===== src/rtl/ac97_pkg.sv =====
// Shared types and constants for the AC97 frame scheduler: FSM states,
// codec init register writes and the slot layout of the 256-bit frame.
package ac97_pkg;

  localparam int FRAME_W   = 256;
  localparam int SLOT_W    = 20;
  localparam int SLOT1_OFS = 16;
  localparam int SLOT2_OFS = 36;
  localparam int SLOT3_OFS = 56;
  localparam int SLOT4_OFS = 76;

  localparam logic [6:0]  REG_RESET       = 7'h00;
  localparam logic [6:0]  REG_MASTER_VOL  = 7'h02;
  localparam logic [6:0]  REG_PCM_VOL     = 7'h18;
  localparam logic [15:0] INIT_RESET      = 16'h0000;
  localparam logic [15:0] INIT_MASTER_VOL = 16'h0000;
  localparam logic [15:0] INIT_PCM_VOL    = 16'h0808;

  typedef enum logic [2:0] {
    ST_IDLE,
    ST_RST,
    ST_MVOL,
    ST_PVOL,
    ST_PLAY
  } state_e;

  // Bit 0 is the first bit on the wire, so the frame is ascending-indexed.
  typedef logic [0:FRAME_W-1] frame_t;

  // valid[0] is slot 1 ... valid[3] is slot 4.
  typedef struct packed {
    logic        tag;
    logic [3:0]  valid;
    logic [6:0]  cmd_addr;
    logic [15:0] cmd_data;
    logic [15:0] pcm;
  } frame_fields_t;

  function automatic logic [6:0] init_cmd_addr(input state_e s);
    case (s)
      ST_RST:  init_cmd_addr = REG_RESET;
      ST_MVOL: init_cmd_addr = REG_MASTER_VOL;
      ST_PVOL: init_cmd_addr = REG_PCM_VOL;
      default: init_cmd_addr = 7'h00;
    endcase
  endfunction

  function automatic logic [15:0] init_cmd_data(input state_e s);
    case (s)
      ST_RST:  init_cmd_data = INIT_RESET;
      ST_MVOL: init_cmd_data = INIT_MASTER_VOL;
      ST_PVOL: init_cmd_data = INIT_PCM_VOL;
      default: init_cmd_data = 16'h0000;
    endcase
  endfunction

endpackage


===== src/rtl/ac97_frame_pack.sv =====
// Combinational packer: turns tag/valid flags, command and PCM fields into
// the 256-bit AC97 output frame. Slots not flagged valid stay all-zero.
module ac97_frame_pack
  import ac97_pkg::*;
(
  input  frame_fields_t fields_i,
  output frame_t        frame_o
);

  always_comb begin
    frame_o    = '0;
    frame_o[0] = fields_i.tag;
    for (int i = 0; i < 4; i++) begin
      frame_o[1+i] = fields_i.valid[i];
    end
    if (fields_i.valid[0]) frame_o[SLOT1_OFS +: SLOT_W] = {1'b0, fields_i.cmd_addr, 12'h000};
    if (fields_i.valid[1]) frame_o[SLOT2_OFS +: SLOT_W] = {fields_i.cmd_data, 4'h0};
    if (fields_i.valid[2]) frame_o[SLOT3_OFS +: SLOT_W] = {fields_i.pcm, 4'h0};
    if (fields_i.valid[3]) frame_o[SLOT4_OFS +: SLOT_W] = {fields_i.pcm, 4'h0};
  end

endmodule


===== src/rtl/ac97_frame_sched.sv =====
// AC97 frame scheduler: codec init sequence, then one PCM sample per frame
// from the song ROM, with optional codec register writes riding along.
module ac97_frame_sched
  import ac97_pkg::*;
#(
  parameter int ADDR_W      = 18,
  parameter int INIT_FRAMES = 2
) (
  input  logic              ac97_bitclk,
  input  logic              rst,
  input  logic              ac97_strobe,
  input  logic              play,
  input  logic [ADDR_W-1:0] song_len,
  output logic [ADDR_W-1:0] smp_addr,
  input  logic [15:0]       smp_data,
  input  logic              cmd_valid,
  input  logic [6:0]        cmd_addr,
  input  logic [15:0]       cmd_data,
  output logic              cmd_ready,
  output logic [0:255]      frame,
  output logic              busy,
  output logic              done
);

  localparam int CNT_W = $clog2(INIT_FRAMES + 1);
  localparam logic [CNT_W-1:0] CNT_LAST = CNT_W'(INIT_FRAMES - 1);

  state_e            state_q, state_d;
  logic [CNT_W-1:0]  init_cnt_q, init_cnt_d;
  logic [ADDR_W-1:0] smp_addr_q, smp_addr_d;
  logic [ADDR_W-1:0] len_q, len_d;
  logic              done_q, done_d;
  frame_t            frame_q, frame_d, frame_packed;
  frame_fields_t     fields;
  logic              frame_load;
  logic              at_end;

  assign at_end = (smp_addr_q == len_q);

  ac97_frame_pack u_pack (
    .fields_i (fields),
    .frame_o  (frame_packed)
  );

  always_comb begin
    state_d    = state_q;
    init_cnt_d = init_cnt_q;
    smp_addr_d = smp_addr_q;
    len_d      = len_q;
    done_d     = 1'b0;
    frame_load = 1'b0;
    fields     = '0;
    fields.tag = 1'b1;

    case (state_q)
      ST_IDLE: begin
        frame_load = ac97_strobe;
        if (play) begin
          state_d    = ST_RST;
          len_d      = song_len;
          smp_addr_d = '0;
          init_cnt_d = '0;
        end
      end

      ST_RST, ST_MVOL, ST_PVOL: begin
        if (ac97_strobe) begin
          frame_load      = 1'b1;
          fields.valid    = 4'b0011;
          fields.cmd_addr = init_cmd_addr(state_q);
          fields.cmd_data = init_cmd_data(state_q);
          if (init_cnt_q == CNT_LAST) begin
            init_cnt_d = '0;
            case (state_q)
              ST_RST:  state_d = ST_MVOL;
              ST_MVOL: state_d = ST_PVOL;
              default: begin
                // An empty song skips PLAY entirely but still reports completion.
                if (len_q == '0) begin
                  state_d = ST_IDLE;
                  done_d  = 1'b1;
                end else begin
                  state_d = ST_PLAY;
                end
              end
            endcase
          end else begin
            init_cnt_d = init_cnt_q + CNT_W'(1);
          end
        end
      end

      ST_PLAY: begin
        if (ac97_strobe) begin
          frame_load = 1'b1;
          if (at_end) begin
            state_d = ST_IDLE;
            done_d  = 1'b1;
          end else begin
            fields.valid[3:2] = 2'b11;
            fields.pcm        = smp_data;
            smp_addr_d        = smp_addr_q + ADDR_W'(1);
            if (cmd_valid) begin
              fields.valid[1:0] = 2'b11;
              fields.cmd_addr   = cmd_addr;
              fields.cmd_data   = cmd_data;
            end
          end
        end
      end

      default: state_d = ST_IDLE;
    endcase
  end

  assign frame_d = frame_load ? frame_packed : frame_q;

  always_ff @(posedge ac97_bitclk) begin
    if (rst) begin
      state_q    <= ST_IDLE;
      init_cnt_q <= '0;
      smp_addr_q <= '0;
      len_q      <= '0;
      done_q     <= 1'b0;
      frame_q    <= '0;
    end else begin
      state_q    <= state_d;
      init_cnt_q <= init_cnt_d;
      smp_addr_q <= smp_addr_d;
      len_q      <= len_d;
      done_q     <= done_d;
      frame_q    <= frame_d;
    end
  end

  assign cmd_ready = (state_q == ST_PLAY) & ac97_strobe & ~at_end;
  assign busy      = (state_q != ST_IDLE);
  assign done      = done_q;
  assign smp_addr  = smp_addr_q;
  assign frame     = frame_q;

endmodule

===== config.mk =====
export PLATFORM = sky130hd
export DESIGN_NAME = ac97_frame_sched
export DESIGN_NICKNAME = d
export VERILOG_FILES = /design/src/rtl/ac97_pkg.sv /design/src/rtl/ac97_frame_pack.sv /design/src/rtl/ac97_frame_sched.sv
export SDC_FILE = /design/constraint.sdc
export NUM_CORES = 1
export LEC_CHECK = 0
export BUFFER_PORTS_ARGS = -buffer_cell sky130_fd_sc_hd__buf_2
export CORE_AREA = 3 3 132 134
export DETAILED_ROUTE_END_ITERATION = 8
export DIE_AREA = 0 0 135 137
export GPL_TIMING_DRIVEN = 0
export PLACE_DENSITY = 0.67
export SETUP_SLACK_MARGIN = 0.1
export SYNTH_ARGS = -nofsm -noshare
export SYNTH_HDL_FRONTEND = slang
export SYNTH_SLANG_ARGS = --single-unit

===== constraint.sdc =====
create_clock -name ac97_bitclk -period 6.1 [get_ports ac97_bitclk]
set_clock_uncertainty 0.1 [all_clocks]
set_input_delay 0.305 -clock ac97_bitclk [delete_from_list [all_inputs] [get_ports ac97_bitclk]]
set_output_delay 0.305 -clock ac97_bitclk [all_outputs]
set_load 0.02 [all_outputs]

==> summary.md, run 1 <==
| Metric | Value |
|---|---|
| Fraction of power spent switching nets | `a little under a third` |
| Area leader, netlist | `dfxtp_1` |
| GRT Residual Overflow | `0` |
| CP Class | `reg -> out` |
| Clock Pin Slew Worst Setup and Hold Paths | `0.07 ns` |
| Worst-margin pin slew | `about 0.8 ns` |
| Final wirelength | `13.4 mm` |
| Final Wtd Congestion | `0.824` |
| Full die area | `18500 µm²` |
| Fmax | `405 MHz` |
| I/O Pins | `roughly 340` |
| Post-CTS setup buffers | `0` |
| First-pass GRT wire length | `between 15 and 20 mm` |
| Vias | `4400` |
| H-tree levels | `3` |
| Fin nets | `1005` |
| Initial antenna violation count | `0` |
| Largest net degree at the start of global routing | `15` |
| CTS max path bufs | `2` |
| Rows | `47` |
| Initial Util | `30.8%` |
| Crit share post-route | `40.5%` |
| Run status | `finished, final reports clean` |
| TNS Setup | `0 ns` |
| Synth Register Bits | `84` |
| Die width | `135 µm` |
| DP Area | `6770 µm²` |
| CP Launch Type | `flip-flop` |
| Die H | `137 µm` |
| Final setup fails | `0` |
| Pwr/cell area | `225 nW/µm²` |
| Post-route cell area | `7100 µm²` |
| Number of global-route vias before repair | `roughly 3900` |
| Share of cells above drive strength 1 | `40.0%` |
| Max Cap Viol | `0` |
| Clk network pwr share | `37.3%` |
| Hold buffers post-CTS | `0` |
| Worst EP arrival | `2.07 ns` |
| DRC | `0` |
| Core area | `~16000 µm²` |
| Clk sink count | `84` |
| CTS-repair resized insts | `0` |
| N_diodes | `0` |
| Syn Inst Count | `595` |
| CP Launch Point | `smp_addr[14]$_SDFFE_PP0P_` |
| Pleak | `3.94 nW` |
| Dpl hpwl | `11.2 mm` |
| Drt via density | `3.77` |
| Part of the power in registers | `37.3%` |
| Crit Path Max Fanout | `7` |
| Peak supply drop | `around 0.15 mV` |
| GRT Total Usage | `13.3%` |
| Clk_lat worst skew | `between 0.3 and 0.4 ns` |
| Routed len/inst | `11.5 µm` |
| Slew HR | `a little under half` |
| Synth unique cells | `40` |
| Num CTS Buffers | `9` |
| Top-count cell post-synth | `buf_4` |
| Sw Pwr | `0.496 mW` |
| CTS root buffer | `clkbuf_16` |
| Ys Warns | `0` |
| Synth cell count leaders | `buf_4 (215), dfxtp_1 (84), nand2_1 (58)` |
| Worst R2R Path Depth | `6` |
| Internal Power | `1.10 mW` |
| Max-slew violation count | `0` |
| Top post-synthesis cells by area | `dfxtp_1 (33%), buf_4 (32%), a22o_1 (6.1%), a21oi_1 (4.4%), nand2_1 (4.3%)` |
| Number of flops mapped to enable cells by yosys | `0` |
| Seq/Total Area, Yosys | `between 30% and 40%` |
| Logic pwr share | `25.4%` |
| Synthesis-to-layout area growth | `40.3%` |
| Worst Setup EP | `cmd_ready` |
| Required time of the critical path | `approximately 5.7 ns` |
| Port Buffers | `141` |
| Ys flop type | `dfxtp_1` |
| Asr flop ratio synth | `0%` |
| Final ANT Viol Nets | `0` |
| Post-Syn Area | `5060 µm²` |
| Share of the synthesized area in the top cell type | `33.2%` |
| CTS tree | `yes` |
| R2r setup slk | `about 3.7 ns` |
| Pre-antenna DRT Iters | `4` |
| Path category of the worst min-delay check | `in -> reg` |
| Launch point of the worst reg-to-reg path | `state_q[0]$_SDFFE_PP0P_` |
| Synth Area per Inst | `8.51 µm²` |
| Count of final hold-check violations | `0` |
| Minimum clock period | `2.47 ns` |
| Hold path start | `cmd_addr[3]` |
| Critical path endpoint category | `output pin` |
| Initial DRC Count | `206` |
| Unrepaired setup endpoints after global routing | `no` |
| R2R Path End | `frame[47]$_SDFFE_PP0P_` |
## power groups by stage
stage	combinational, mW	clock (mW)	sequential, mW
finish	0.407	0.595	0.596
global route	0.447	0.627	0.600
CTS	0.401	0.611	0.596
detailed placement	0.400	0	0.609
global placement	0.398	0	0.608
floorplan	0.332	0	0.608
## per-layer routing
metal	vias up	global-route usage (%)	share of wire, %
met2	174	22.5	49
met3	22	4.01	7.5
met4	0	5.04	2.0
li1	2299	-	-
met5	-	0	0
met1	1905	16.0	41
## registers in the layout (all words and copies together), names as in the netlist
name / flops
done: 1
init_cnt_q: 2
frame: 42
len_q: 18
smp_addr: 18
state_q: 3
## critical path: stages, from the launching register on
cell and delay, ns:
dfxtp_1 0.46, xor2_1 0.12, nor4_1 0.37, and3_1 0.23, buf_6 0.12, a21oi_1 0.08
and2_1 0.17, buf_2 0.16
## stage by stage
stage | cells | hold slack, ns | utilization (%) | total power [mW] | worst slack (ns)
global placement | 1151 | 0.332 | 41.3 | 1.01 | 3.73
detailed placement | 1151 | 0.344 | 41.3 | 1.01 | 3.73
global route | 1167 | 0.0530 | 43.3 | 1.67 | 3.45
floorplan | 790 | 0.322 | - | 0.941 | 3.96
finish | 1167 | 0.0553 | 43.3 | 1.60 | 3.63
CTS | 1167 | 0.0442 | 43.3 | 1.61 | 3.63
## area by class of cell
class	count	area, µm²
Fill cell	1661	9310
Clock buffer	10	239
Multi-Input combinational cell	467	2380
Buffer	236	1720
Tap cell	220	275
Clock inverter	6	87.6
Inverter	3	11.3
Timing Repair Buffer	141	706
Sequential cell	84	1680
## cell usage in the layout (no fill, tap or decap), drive strengths merged, types with 11 or more instances in the layout
cell type / netlist / routed
or3: 11 / 11
buf: 221 / 362
a21oi: 44 / 44
clkbuf: 15 / 25
o21ai: 13 / 13
nand2: 58 / 58
nor2: 14 / 14
conb: 1 / 196
a22o: 35 / 35
xor2: 13 / 13
dfxtp: 84 / 84
## logic make-up after synthesis
| kind of cell | share of synthesized area [%] |
|---|---|
| flip-flops | 33.2 |
| AND/OR/NAND/NOR | 13.4 |
| adder cells (fa/ha/maj) | 0.247 |
| multiplexers | 0.593 |
| buffers and inverters | 34.2 |
| XOR/XNOR | 3.63 |
| AO/OA/AOI/OAI | 14.6 |
| other | 0.0741 |
## how the worst min path moves through the flow
| stage | endpoint | cells past startpoint |
|---|---|---|
| after detailed placement | frame[0]$_SDFFE_PP0P_ | 2 |
| after global routing | frame[19]$_SDFFE_PP0P_ | 2 |
| after CTS | frame[20]$_SDFFE_PP0P_ | 2 |
| final | frame[20]$_SDFFE_PP0P_ | 2 |
| after floorplan | frame[19]$_SDFFE_PP0P_ | 1 |
| after global placement | frame[0]$_SDFFE_PP0P_ | 2 |
Note: power is estimated with default switching activity, not from simulation.
==> run 2: changes to the inputs <==
Settings changed: ABC_AREA set to 1, CORE_AREA 3 3 132 134 to 3 3 131 133, DIE_AREA 0 0 135 137 to 0 0 134 136, PLACE_DENSITY 0.67 to 0.71.
Clock period 6.1 ns to 2.3 ns, I/O delays scaled along.
==> run 2 against run 1 <==
Net effect:
- global-route usage is 3.3 points higher
- synthesized cell count rose by 32%
- sequential cell count is the same
- clock-buffer cell count fell by 1
- sequential share of layout area shrank 2.9 points
- die area is 1.5% lower
- hold slack got worse by 0.043 ns
- core utilization is 7.9 points higher
- clock power rose by 140%
- largest cell class unchanged
- highest routed layer is now met5
==> summary.md, run 2 <==
| Metric | Value |
|---|---|
| Run status | `finished, final reports clean` |
| Largest register FFs | `between 40 and 50` |
| Syn Inst Count | `784` |
| Worst Path Buf+Inv | `4` |
| Port Buffers | `139` |
| Ys flop type | `dfxtp_1` |
| Pleak | `4.36 nW` |
| Rows | `46` |
| Synth cell count leaders | `buf_4 (219), nand2_1 (157), dfxtp_1 (84)` |
| Crit share post-route | `between 80 and 90%` |
| Worst-margin pin slew | `0.552 ns` |
| Die H | `136 µm` |
| Final Wtd Congestion | `between 0.8 and 0.9` |
| Placed Cells | `1334` |
| Number of flops mapped to enable cells by yosys | `0` |
| R2r setup slk | `0.28 ns` |
| Initial Util | `35.2%` |
| Worst EP arrival | `2.18 ns` |
| Peak supply drop | `0.418 mV` |
| Critical-path cell list | `buf_6, inv_2, nand2_1, nand2_1, nor2_2, nand3_1, nor2_2, nand2_4, nand2_8, buf_4, nand2_8, nand2_8, buf_8, nand2_1, a21oi_2` |
| CP Class | `reg -> reg` |
| Required time of the critical path | `around 2.5 ns` |
| Synth Area per Inst | `7.16 µm²` |
| Top post-synthesis cells by area | `dfxtp_1 (30%), buf_4 (29%), nand2_1 (10%), a21oi_1 (6.6%), nand3_1 (5.3%)` |
| Slew HR | `approximately 63%` |
| Finished Layout Cells | `1403` |
| Worst stage delay on the critical path | `about 0.34 ns` |
| Pwr/cell area | `639 nW/µm²` |
| Asr flop ratio synth | `0%` |
| Post-Syn Area | `5610 µm²` |
| H-tree levels | `3` |
| Full die area | `18200 µm²` |
| CP Launch Type | `flip-flop` |
| Path category of the worst min-delay check | `in -> reg` |
| Largest net degree at the start of global routing | `18` |
| CTS tree | `yes` |
| Final setup fails | `0` |
| First-pass GRT wire length | `24.7 mm` |
| Fin nets | `1245` |
| Initial antenna violation count | `2` |
| Dpl hpwl | `12.9 mm` |
| GRT Residual Overflow | `0` |
| Number of global-route vias before repair | `4930` |
| Clk_lat worst skew | `0.34 ns` |
| N_diodes | `0` |
| GRT Total Usage | `~17%` |
| Core area | `15900 µm²` |
| Clk sink count | `between 80 and 90` |
| Routed len/inst | `11.7 µm` |
| Minimum clock period | `2.02 ns` |
| Initial DRC Count | `358` |
| Clock Pin Slew Worst Setup and Hold Paths | `about 0.08 ns` |
| CTS root buffer | `clkbuf_16` |
| CP max stage cell | `dfxtp_1` |
| Num CTS Buffers | `9` |
| Vias | `~5500` |
| Commonest cells after routing, fill and taps aside | `buf_4 (220), conb_1 (196), nand2_1 (157), buf_2 (145), a21oi_1 (73)` |
| CTS max path bufs | `2` |
| Synth unique cells | `32` |
| Count of final hold-check violations | `0` |
| Final wirelength | `~16 mm` |
| Most common cell after layout, fill and taps aside | `buf_4` |
| TNS Setup | `0 ns` |
| Fmax | `495 MHz` |
| Die width | `134 µm` |
| Max Cap Viol | `0` |
| Ys Warns | `0` |
| Synth Register Bits | `84` |
| Top-count cell post-synth | `buf_4` |
| Max-slew violation count | `0` |
| I/O Pins | `339` |
| Share of cells above drive strength 1 | `a little over a third` |
| Share of the synthesized area in the top cell type | `30.0%` |
| DRC | `0` |
| Area leader, netlist | `dfxtp_1` |
| Seq/Total Area, Yosys | `about 30%` |
| Top Family by Delay on Critical Path | `simple AND/OR/NAND/NOR gates` |
| Critical path endpoint category | `flip-flop` |
| Pre-antenna DRT Iters | `6` |
| Unrepaired setup endpoints after global routing | `no` |
| Drt via density | `3.92` |
| Crit Path Max Fanout | `10` |
| Synthesis-to-layout area growth | `45.4%` |
| Final ANT Viol Nets | `0` |
==> run 2: worst reg2reg max path, cell delays in order (launching register included) <==
cell and delay, ns:
dfxtp_1 0.34, buf_6 0.13, inv_2 0.03, nand2_1 0.04, nand2_1 0.05, nor2_2 0.11, nand3_1 0.10, nor2_2 0.16
nand2_4 0.09, nand2_8 0.09, buf_4 0.17, nand2_8 0.10, nand2_8 0.11, buf_8 0.14, nand2_1 0.07, a21oi_2 0.12
==> run 2: path summary, 6_finish.rpt <==
kind | depth (start not counted) | endpoint | from
setup / recovery | 15 | smp_addr[16]$_SDFFE_PP0P_ | smp_addr[10]$_SDFFE_PP0P_
hold / removal | 5 | frame[19]$_SDFFE_PP0P_ | cmd_addr[4]
setup reg to reg | 15 | smp_addr[16]$_SDFFE_PP0P_ | smp_addr[10]$_SDFFE_PP0P_
hold reg to reg | 2 | init_cnt_q[1]$_SDFFE_PP0P_ | init_cnt_q[1]$_SDFFE_PP0P_
==> run 2: area by class of cell <==
| cell class | count | area (µm²) |
|---|---|---|
| buffer | 242 | 1750 |
| clock buffer | 9 | 225 |
| clock inverter | 7 | 68.8 |
| fill | 1585 | 7780 |
| inverter | 45 | 169 |
| multi-input combinational | 607 | 2750 |
| sequential | 84 | 1700 |
| tap | 216 | 270 |
| timing repair buffer | 193 | 1230 |
==> run 2: kinds of logic after synthesis <==
logic type	Yosys count	synth area share (%)
compound gates	97	8.96
xor+xnor	20	3.12
fa+ha+maj	1	0.223
buf+inv	288	34.3
flops	84	30.0
other cells	1	0.0668
simple gates	293	23.4
==> run 2: power by group <==
part | switching [mW] | internal, mW | total, mW
logic | 1.29 | 0.764 | 2.05
clock network | 0.669 | 0.761 | 1.43
registers | 0.141 | 1.60 | 1.74
total | 2.10 | 3.12 | 5.22
==> run 2: layer usage <==
layer | share of wire, % | track usage (%)
met5 | 0.16 | 0
met4 | 2.2 | 5.60
met3 | 8.0 | 4.22
met2 | 51 | 30.3
met1 | 38 | 18.8
==> run 2: metrics by stage <==
stage | instance area, µm² | util [%] | hold slack [ns] | setup WS, ns | power, mW
final | 8160 | 51.2 | 0.0127 | 0.279 | 5.22
after global routing | 8160 | 51.2 | 0.0392 | 0.0809 | 5.53
after CTS | 8150 | 51.1 | 0.00514 | 0.131 | 5.21
after detailed placement | 7310 | 45.9 | 0.268 | 0.293 | 3.70
after global placement | 7310 | 45.9 | 0.268 | 0.313 | 3.69
after floorplan | 6350 | - | 0.159 | 0.449 | 3.30
==> run 2: what timing repair did <==
action	4_1_cts	5_1_grt
pin swaps	1	2
endpoints found under the setup margin	1	11
setup buffers	1	1
hold endpoints to repair	52	0
resized for setup	12	5
hold buffers	52	0
